### config.mk
export PLATFORM = sky130hd
export DESIGN_NAME = frame_buffer_arbiter
export DESIGN_NICKNAME = d
export VERILOG_FILES = /design/src/rtl/frame_buffer_arbiter.sv
export SDC_FILE = /design/constraint.sdc
export NUM_CORES = 1
export LEC_CHECK = 0
export ABC_AREA = 1
export CORE_AREA = 2 2 90 92
export CTS_BUF_LIST = sky130_fd_sc_hd__clkbuf_4
export DETAILED_ROUTE_END_ITERATION = 12
export DIE_AREA = 0 0 92 94
export PLACE_DENSITY = 0.67
export SYNTH_ARGS = -nofsm -noshare
export SYNTH_HDL_FRONTEND = slang
export SYNTH_SLANG_ARGS = --single-unit
### constraint.sdc
create_clock -name clk_i -period 2.3 [get_ports clk_i]
set_clock_uncertainty 0.15 [all_clocks]
set_input_delay 0.345 -clock clk_i [delete_from_list [all_inputs] [get_ports clk_i]]
set_output_delay 0.345 -clock clk_i [all_outputs]
set_load 0.01 [all_outputs]
### src/rtl/frame_buffer_arbiter.sv
// Frame buffer arbiter: shares one single-port RAM between the display fetch and the Sobel writer,
// generates linear read addresses, pipelines pixels to the DAC and tracks frame/stall statistics.
module frame_buffer_arbiter #(
    parameter int IMG_W  = 64,
    parameter int IMG_H  = 64,
    parameter int ADDR_W = 12,
    parameter int DATA_W = 8
) (
    input  logic              clk_i,
    input  logic              reset_i,
    input  logic              active_video_i,
    input  logic              v_sync_i,
    input  logic              wr_req_i,
    input  logic [ADDR_W-1:0] wr_addr_i,
    input  logic [DATA_W-1:0] wr_data_i,
    output logic              wr_ack_o,
    output logic [ADDR_W-1:0] mem_addr_o,
    output logic              mem_we_o,
    output logic [DATA_W-1:0] mem_wdata_o,
    input  logic [DATA_W-1:0] mem_rdata_i,
    output logic [DATA_W-1:0] pix_out_o,
    output logic              pix_valid_o,
    output logic              frame_start_o,
    output logic              frame_err_o,
    output logic [15:0]       wr_stall_cnt_o
);

    // state   | meaning
    // WAIT_VS | no frame seen yet; reads idle, writer owns the RAM
    // RUN     | display fetch owns the RAM during active video
    typedef enum logic {WAIT_VS = 1'b0, RUN = 1'b1} state_t;

    localparam int                NPIX      = IMG_W * IMG_H;
    localparam logic [ADDR_W-1:0] LAST_ADDR = ADDR_W'(NPIX - 1);
    localparam logic [ADDR_W:0]   NPIX_CNT  = (ADDR_W + 1)'(NPIX);

    state_t              state_q, state_d;
    logic                vs_q;
    logic                fall;
    logic                rd_claim;
    logic [ADDR_W-1:0]   rd_addr_q, rd_addr_d;
    logic [ADDR_W:0]     pix_cnt_q, pix_cnt_d;
    logic                frame_err_q, frame_err_d;
    logic [15:0]         stall_q, stall_d;
    logic                rd_v1_q;
    logic                pix_valid_q;
    logic [DATA_W-1:0]   pix_out_q, pix_out_d;
    logic                frame_start_q;
    logic                wr_ack;

    assign fall     = vs_q & ~v_sync_i;
    assign rd_claim = (state_q == RUN) & active_video_i;
    assign wr_ack   = wr_req_i & ~rd_claim & ~reset_i;

    assign wr_ack_o       = wr_ack;
    assign mem_we_o       = wr_ack;
    assign mem_wdata_o    = wr_data_i;
    assign mem_addr_o     = rd_claim ? rd_addr_q : wr_addr_i;
    assign pix_out_o      = pix_out_q;
    assign pix_valid_o    = pix_valid_q;
    assign frame_start_o  = frame_start_q;
    assign frame_err_o    = frame_err_q;
    assign wr_stall_cnt_o = stall_q;

    always_comb begin
        state_d     = state_q;
        rd_addr_d   = rd_addr_q;
        pix_cnt_d   = pix_cnt_q;
        frame_err_d = frame_err_q;
        stall_d     = stall_q;
        pix_out_d   = rd_v1_q ? mem_rdata_i : pix_out_q;

        if (state_q == WAIT_VS && fall) begin
            state_d = RUN;
        end

        // The edge check sees the count of the finished frame before it is cleared.
        if (fall) begin
            if (state_q == RUN && pix_cnt_q != NPIX_CNT) begin
                frame_err_d = 1'b1;
            end
            rd_addr_d = '0;
            pix_cnt_d = '0;
            stall_d   = '0;
        end else begin
            if (rd_claim) begin
                rd_addr_d = (rd_addr_q == LAST_ADDR) ? '0 : rd_addr_q + 1'b1;
                if (!(&pix_cnt_q)) begin
                    pix_cnt_d = pix_cnt_q + 1'b1;
                end
            end
            if (wr_req_i && !wr_ack && !(&stall_q)) begin
                stall_d = stall_q + 16'd1;
            end
        end
    end

    always_ff @(posedge clk_i) begin
        if (reset_i) begin
            state_q       <= WAIT_VS;
            vs_q          <= 1'b1;
            frame_start_q <= 1'b0;
            rd_addr_q     <= '0;
            pix_cnt_q     <= '0;
            frame_err_q   <= 1'b0;
            stall_q       <= '0;
            rd_v1_q       <= 1'b0;
            pix_valid_q   <= 1'b0;
            pix_out_q     <= '0;
        end else begin
            state_q       <= state_d;
            vs_q          <= v_sync_i;
            frame_start_q <= fall;
            rd_addr_q     <= rd_addr_d;
            pix_cnt_q     <= pix_cnt_d;
            frame_err_q   <= frame_err_d;
            stall_q       <= stall_d;
            rd_v1_q       <= rd_claim;
            pix_valid_q   <= rd_v1_q;
            pix_out_q     <= pix_out_d;
        end
    end

endmodule

### Word-level counts from Yosys, hierarchy flattened

Index checks and enable logic that the tools add are counted.

| storage, ports and cells | value |
|---|---|
| bits in latches | 0 |
| word-level logic and storage cells | 37 |
| memories kept | 0 |
| memory bits (writable) | 0 |
| register bits after elaboration | 55 |
| bits in read-only memories | 0 |

| operators by class | value |
|---|---|
| magnitude comparators | 0 |
| multiplexer cells | 2 |
| shifts and indexed selects | 0 |
| bitwise logic cells | 9 |
| add/sub/neg operators | 3 |
| $mul | 0 |
| reductions and logical operators | 11 |
| equality and inequality tests | 2 |
| divide/modulo/power cells | 0 |

Operators by type and width:

| cell | number |
|---|---|
| 2-to-1 mux 12 bit | 2 |
| adder 16 x 1 -> 16 bit, second input constant | 1 |
| AND reduction 16 bit | 1 |
| adder 13 x 1 -> 13 bit, second input constant | 1 |
| inequality test 13 bit, second input constant | 1 |
| AND reduction 13 bit | 1 |
| adder 12 x 1 -> 12 bit, second input constant | 1 |
| equality test 12 bit, second input constant | 1 |
| inverter 1 bit | 5 |
| bitwise AND 1 bit | 4 |
| logical AND 1 bit | 4 |
| AND reduction 2 bit | 2 |
| zero test 1 bit | 2 |
| OR reduction 2 bit | 1 |

### Depth between registers and ports, before layout

Gate-level depths: netlist of run 1.

| logic depth | value |
|---|---|
| depth after elaboration | 7 |
| gate-level depth with buffers | 9 |
| gate-level depth less buffers | 9 |

### Worst setup path before layout of run 1

OpenSTA, ideal clock, no wires.

| path | value |
|---|---|
| path kind | reg2reg |
| from | reg stall_q[0], in the netlist wr_stall_cnt_o[0] |
| to | reg stall_q[11], in the netlist wr_stall_cnt_o[11] |
| data required time | 2.009 ns |
| arrival | 1.433 ns |
| path buffers | 1 |
| cell stages (with the launch flop) | 10 |
| path slack | 0.577 ns |
| path through | dfxtp_1 -> ha_1 -> nand3_1 -> inv_1 -> nand2_1 -> nor2_1 -> nor2_4 -> buf_6 -> nand2_2 -> a21oi_2 |

| on the way | value |
|---|---|
| longest elaborated chain between the ends | 3 |
| elaborated cells between the ends (all ways) | 4 |
| those cells by class | add/sub: 1; reduce/logical: 3 |

RTL lines:

| item | line | text |
|---|---|---|
| start, declared | 44 | `logic [15:0] stall_q, stall_d;` |
| start signal, assigned | 117 | `stall_q <= stall_d;` |
| parallel branches: the longest is 3 deep, another holds adder 16 x 1 -> 16 bit | -- |  |

Several ways; the timed one is not identified.
A chain may end at the register's enable or synchronous reset.

### Final worst setup path of run 1

| path | value |
|---|---|
| from | in active_video_i |
| to | out mem_addr_o[5] |

| on the way | value |
|---|---|
| longest elaborated chain between the ends | 2 |

RTL lines:

| item | line | text |
|---|---|---|
| start, declared | 11 | `input logic active_video_i,` |
| bitwise AND 1 bit | 52 | `assign rd_claim = (state_q == RUN) & active_video_i;` |
| 2-to-1 mux 12 bit | 58 | `assign mem_addr_o = rd_claim ? rd_addr_q : wr_addr_i;` |
| end, declared | 17 | `output logic [ADDR_W-1:0] mem_addr_o,` |

No other way between the ends.

==> results of run 1 <==
==> metrics by stage <==
| stage | area (um2) | cells |
|---|---|---|
| 2_1_floorplan | 2965 | 446 |
| 3_3_place_gp | 3755 | 612 |
| 3_5_place_dp | 3755 | 612 |
| 4_1_cts | 3840 | 620 |
| 5_1_grt | 3869 | 621 |
| 6_report | 3869 | 621 |
==> state kept, by name (all words and copies together), names as in the netlist <==
| name | flops |
|---|---|
| wr_stall_cnt_o | 16 |
| pix_cnt_q | 13 |
| rd_addr_q | 12 |
| pix_out_o | 8 |
| frame_err_o | 1 |
| frame_start_o | 1 |
| pix_valid_o | 1 |
| rd_v1_q | 1 |
| state_q | 1 |
| vs_q | 1 |
==> layout make-up <==
class                      instances  area (um2)
multi-input combinational        327        1577
sequential                        55        1105
tap                              102       127.6
fill                             774        3739
clock inverter                     3       50.05
inverter                          45       168.9
clock buffer                       5       37.54
timing repair buffer              84       803.3
==> worst max-delay path, stage by stage <==
cell	delay [ns]
clkdlybuf4s50_1	0.43
nand2_2	0.13
buf_6	0.15
nand2_1	0.05
nand2_1	0.05
clkdlybuf4s50_1	0.53
==> timing repair <==
action,CTS,global route
gates resized for setup,9,8
endpoints found under the setup margin,12,7
buffers inserted,0,1
==> layer usage <==
layer	wire, um	up-vias
li1	-	1552
met1	3211	1295
met2	3093	58
met3	274	7
met4	68	0
met5	0	-
==> cell families after synthesis <==
| logic type | after synthesis | synth area share, % |
|---|---|---|
| buffers and inverters | 64 | 9.873 |
| XOR/XNOR | 14 | 4.135 |
| adder cells (fa/ha/maj) | 4 | 1.688 |
| AO/OA/AOI/OAI | 57 | 11.44 |
| AND/OR/NAND/NOR | 252 | 35.74 |
| flip-flops | 55 | 37.13 |
==> synth_stat cells (2+ instances only) <==
library cell / number / share of area, %
nand4_1: 11 / 2.3
nor3_1: 9 / 1.5
o21ai_0: 21 / 3.5
ha_1: 4 / 1.7
a21oi_1: 20 / 3.4
xor2_1: 9 / 2.7
nand2_2: 10 / 2.1
nor3b_1: 2 / 0.51
a211oi_1: 2 / 0.51
clkinv_1: 3 / 0.38
inv_1: 40 / 5.1
clkbuf_1: 3 / 0.38
nor2_1: 78 / 9.9
a21oi_2: 9 / 2.7
buf_4: 11 / 2.8
buf_2: 3 / 0.51
nand3_1: 25 / 4.2
o21ai_1: 2 / 0.34
dfxtp_1: 55 / 37
nand2_1: 115 / 15
xnor2_1: 5 / 1.5
inv_2: 2 / 0.25
==> path summary, 6_finish.rpt <==
kind                                    end  slack [ns]  cells past startpoint
max                           mem_addr_o[5]        0.12                      6
min                frame_start_o$_SDFF_PP0_        0.32                      2
max reg2reg  wr_stall_cnt_o[2]$_SDFFE_PP0P_        0.30                      8
min reg2reg        frame_start_o$_SDFF_PP0_        0.32                      2
==> power by group through the flow <==
stage | Sequential, mW | Combinational [mW] | Clock [mW]
5_1_grt | 0.983 | 0.245 | 0.648
4_1_cts | 0.981 | 0.225 | 0.598
3_3_place_gp | 1.00 | 0.227 | 0
3_5_place_dp | 1.00 | 0.229 | 0
6_report | 0.979 | 0.222 | 0.578
2_1_floorplan | 1.00 | 0.111 | 0
==> results.py, run 1 <==
metrics = {
    "global_routing": {
        "grt_pass1_vias": 2693,
        "antenna_found_initial": 0,
        "busiest_layer": "met2",
        "grt_usage_pct": 16.01,
        "grt_start_max_net_pins": 27,
        "grt_use_met1_pct": 20.23,
        "grt.overflow.total": 0,
        "grtUsageMet2_pct": 27.88,
        "grt_pass1_wl_mm": 11.63,
        "use_met3_pct": 3.531,
    },
    "power": {
        "p_sw_share_pct": 25.52,
        "clock_power_share_pct": 32.5,
        "p_int_mw": 1.325,
        "power_switching_mw": 0.4541,
        "p_total_mw": 1.779,
        "seq_power_share_pct": 55.0,
        "p_leak_nw": 1.552,
        "power_density_mw_per_mm2": 460.0,
        "comb_power_share_pct": 12.5,
        "ir_drop_mv": 0.2216,
    },
    "placed_design": {
        "io_buffers": 65,
        "place_hpwl_mm": 5.104,
        "dp_slack_ns": -0.02922,
        "place_congestion": 0.8639,
    },
    "critical_path": {
        "crit_start": "active_video_i",
        "worstSetupEndpointType": "primary output",
        "critPathArrivalTime_ns": 1.68,
        "criticalPathCategory": "input port to primary output",
        "worstReg2RegStart": "wr_stall_cnt_o[0]$_SDFFE_PP0P_",
        "worstPathRequired_ns": 1.80,
        "worst-path-max-fanout": 14,
        "critPathLaunchType": "input port",
    },
    "clock_network": {
        "clk_pin_slew_ns": 0.18,
        "cts_buffers": 5,
        "cts_tree": "done",
        "clock_latency_ns": 0.39,
        "hold_buffers": 0,
        "cts-htree-levels": 2,
        "cts_root_buf": "clkbuf_4",
        "cts.path.max_buffers": 2,
        "cts_sinks": 55,
    },
    "route": {
        "drt_pre_antenna_iters": 4,
        "wl_mm": 6.646,
        "post-route-drc-count": 0,
        "wl_per_cell_um": 10.70,
        "routed_via_density": 4.689,
        "vias": 2912,
        "drtIter0Drc": 93,
        "antenna_left": 0,
    },
    "synth": {
        "ys_seq_area_share_pct": 37.13,
        "syn-num-nets": 483,
        "yosysWarnings": 0,
        "synth-main-ff-cell": "dfxtp_1",
        "synth_cells": 446,
        "synthArstFlopShare_pct": 0,
        "avgSynthCellArea_um2": 6.649,
        "synth_cell_type_count": 29,
        "synth_seq_cells": 55,
        "syn_area_mm2": 0.002965,
        "synth_edf_count": 0,
    },
    "timing": {
        "tightest_slew_ns": 0.3578,
        "setup_violations": 0,
        "timing.hold.ws_ns": 0.3193,
        "slew_headroom_pct": 75.99,
        "rsz0062_at_grt": "false",
        "hold_violations": 0,
        "worst_slack_ns": 0.1227,
        "min_period_over_period_pct": 94.66,
        "max_freq_mhz": 459.3,
        "setup-tns-final_ns": 0,
        "layout_min_cycle_time_ns": 2.177,
        "maxSlewViolCount": 0,
    },
    "die": {
        "die-area_mm2": 0.008648,
        "die_height_um": 94,
        "die_w_um": 92,
        "start_util_pct": 38.98,
        "row_count": 32,
        "core_mm2": 0.007607,
        "pin_count": 82,
    },
    "worst_hold_path": {
        "hp-start": "vs_q$_SDFF_PP1_",
        "hold_class": "flip-flop to flip-flop",
    },
    "final_layout": {
        "final_common_cell": "nand2_1",
        "drive_gt1_share_pct": 10.02,
        "fin_util_pct": 50.86,
        "syn_to_final_growth_pct": 30.46,
        "antennaDiodeCount": 0,
        "finalNetCount": 555,
        "layout_common_cells": "nand2_1, nor2_1, dfxtp_1",
    },
    "run": {
        "drv_cap": 0,
    },
    "run_status": {
        "outcome": "completed",
    },
}
No activity file was read; power rests on OpenSTA's default activity.
==> run 2: changes to the inputs <==
--- a/config.mk
+++ b/config.mk
@@ -10,7 +10,8 @@
 export CTS_BUF_LIST = sky130_fd_sc_hd__clkbuf_4
 export DETAILED_ROUTE_END_ITERATION = 12
 export DIE_AREA = 0 0 92 94
-export PLACE_DENSITY = 0.67
+export PLACE_DENSITY = 0.77
 export SYNTH_ARGS = -nofsm -noshare
 export SYNTH_HDL_FRONTEND = slang
 export SYNTH_SLANG_ARGS = --single-unit
+export TNS_END_PERCENT = 100
==> results.py, run 2 (synthesis gave the netlist of run 1 again) <==
metrics = {
    "die": {
        "row_count": 32,
        "die_w_um": 92,
        "die-area_mm2": 0.008648,
        "core_mm2": 0.007607,
        "die_height_um": 94,
        "start_util_pct": 38.98,
        "pin_count": 82,
    },
    "global_routing": {
        "grt_pass1_vias": 2712,
        "antenna_found_initial": 0,
        "grt.overflow.total": 0,
        "grt_start_max_net_pins": 17,
        "grt_usage_pct": 16.13,
        "grt_pass1_wl_mm": 11.65,
    },
    "clock_network": {
        "cts-htree-levels": 2,
        "cts_root_buf": "clkbuf_4",
        "cts_setup_buffers": 0,
        "cts_buffers": 5,
        "cts_tree": "done",
        "clk_pin_slew_ns": 0.16,
        "clock_latency_ns": 0.38,
        "cts.path.max_buffers": 2,
        "cts_sinks": 55,
    },
    "placed_design": {
        "dp_cells": 614,
        "place_congestion": 0.8643,
        "place_hpwl_mm": 5.210,
        "io_buffers": 65,
        "dp_slack_ns": -0.02183,
    },
    "power": {
        "power_density_mw_per_mm2": 421.3,
        "seq_power_share_pct": 60.5,
        "p_leak_nw": 1.554,
        "comb_power_share_pct": 13.9,
        "ir_drop_mv": 0.2504,
        "p_sw_share_pct": 25.94,
        "clock_power_share_pct": 25.7,
        "p_int_mw": 1.200,
        "power_switching_mw": 0.4202,
    },
    "final_layout": {
        "largest_reg_flops": 16,
        "final_common_cell": "nand2_1",
        "fill_cells": 747,
        "antennaDiodeCount": 0,
        "layoutNonFillerInstCount": 621,
        "drive_gt1_share_pct": 10.02,
        "syn_to_final_growth_pct": 29.66,
        "finalNetCount": 556,
        "layout_common_cells": "nand2_1, nor2_1, dfxtp_1",
    },
    "timing": {
        "rsz0062_at_grt": "false",
        "maxSlewViolCount": 0,
        "hold_violations": 0,
        "max_freq_mhz": 458.8,
        "layout_min_cycle_time_ns": 2.180,
        "setup_violations": 0,
        "slew_headroom_pct": 79.12,
        "min_period_over_period_pct": 94.77,
        "tightest_slew_ns": 0.3112,
        "worst_slack_ns": 0.1203,
    },
    "critical_path": {
        "critPathBufInv": 3,
        "critPathArrivalTime_ns": 1.68,
        "criticalPathCategory": "input port to primary output",
        "worstPathRequired_ns": 1.80,
        "cp_top_family": "buffers and inverters",
        "worst-path-max-fanout": 12,
        "cp_slowest_cell": "clkdlybuf4s50_1",
        "reg2reg_slack_ns": 0.31,
        "worstSetupEndpointType": "primary output",
        "crit_chain": "clkdlybuf4s50_1 > nand2_2 > buf_6 > nand2_1 > nand2_1 > clkdlybuf4s50_1",
        "slowest_delay_ns": 0.53,
        "critPathLaunchType": "input port",
    },
    "route": {
        "wl_mm": 6.804,
        "drt_pre_antenna_iters": 4,
        "wl_per_cell_um": 10.96,
        "drtIter0Drc": 105,
        "routed_via_density": 4.786,
        "antenna_left": 0,
        "vias": 2972,
        "post-route-drc-count": 0,
    },
    "worst_hold_path": {
        "hold_class": "flip-flop to flip-flop",
    },
    "run": {
        "drv_cap": 0,
    },
    "run_status": {
        "outcome": "completed",
    },
}
-- run 2: worst paths after layout --
path	from	end	cells past startpoint
min reg2reg	frame_err_o$_SDFFE_PP0P_	frame_err_o$_SDFFE_PP0P_	2
min	frame_err_o$_SDFFE_PP0P_	frame_err_o$_SDFFE_PP0P_	2
max	active_video_i	mem_addr_o[5]	6
max reg2reg	wr_stall_cnt_o[0]$_SDFFE_PP0P_	wr_stall_cnt_o[1]$_SDFFE_PP0P_	8
-- run 2: cell type report --
type	instances	area, um2	share of cell area, %
well taps	102	127.6	3.319
clock buffers	5	37.54	0.9762
inverters	45	168.9	4.393
clock inverters	2	13.76	0.3580
flip-flops and latches	55	1102	28.67
repair buffers	85	818.3	21.28
multi-input cells	327	1577	41.00
-- run 2: through the flow --
| step | util [%] | hold slack, ns | power [mW] | instance area [um2] | setup TNS, ns |
|---|---|---|---|---|---|
| global placement | 49.56 | 0.2847 | 1.226 | 3770 | 0 |
| global route | 50.54 | 0.3589 | 1.698 | 3845 | 0 |
| detailed placement | 49.56 | 0.2940 | 1.230 | 3770 | -0.06287 |
| finish | 50.54 | 0.3141 | 1.620 | 3845 | 0 |
| floorplan | - | 0.2746 | 1.113 | 2965 | 0 |
| CTS | 50.16 | 0.3160 | 1.638 | 3816 | 0 |
-- run 2: worst min-delay path, cell delays in order, from the launching register on --
cell     delay, ns
dfxtp_1       0.34
inv_1         0.05
a21oi_1       0.05
-- run 2: what timing repair did --
item | 4_1_cts | 5_1_grt
hold buffers | 0 | 0
gates resized for setup | 6 | 10
setup endpoints to repair | 8 | 9
hold endpoints to repair | 0 | 0
-- run 2: power by group through the flow --
stage | clock, mW | combinational [mW] | sequential (mW)
after floorplan | 0 | 0.111 | 1.00
after global placement | 0 | 0.227 | 0.999
after detailed placement | 0 | 0.230 | 1.00
after CTS | 0.431 | 0.227 | 0.980
after global routing | 0.468 | 0.248 | 0.983
final | 0.416 | 0.225 | 0.980
-- run 2: metal layers --
metal | part of all wire [%] | global-route usage [%] | vias to the layer above
li1 | - | - | 1554
met1 | 45 | 20.06 | 1317
met2 | 46 | 27.27 | 90
met3 | 7.4 | 4.093 | 11
met4 | 1.3 | 5.473 | 0
met5 | 0 | 0 | -
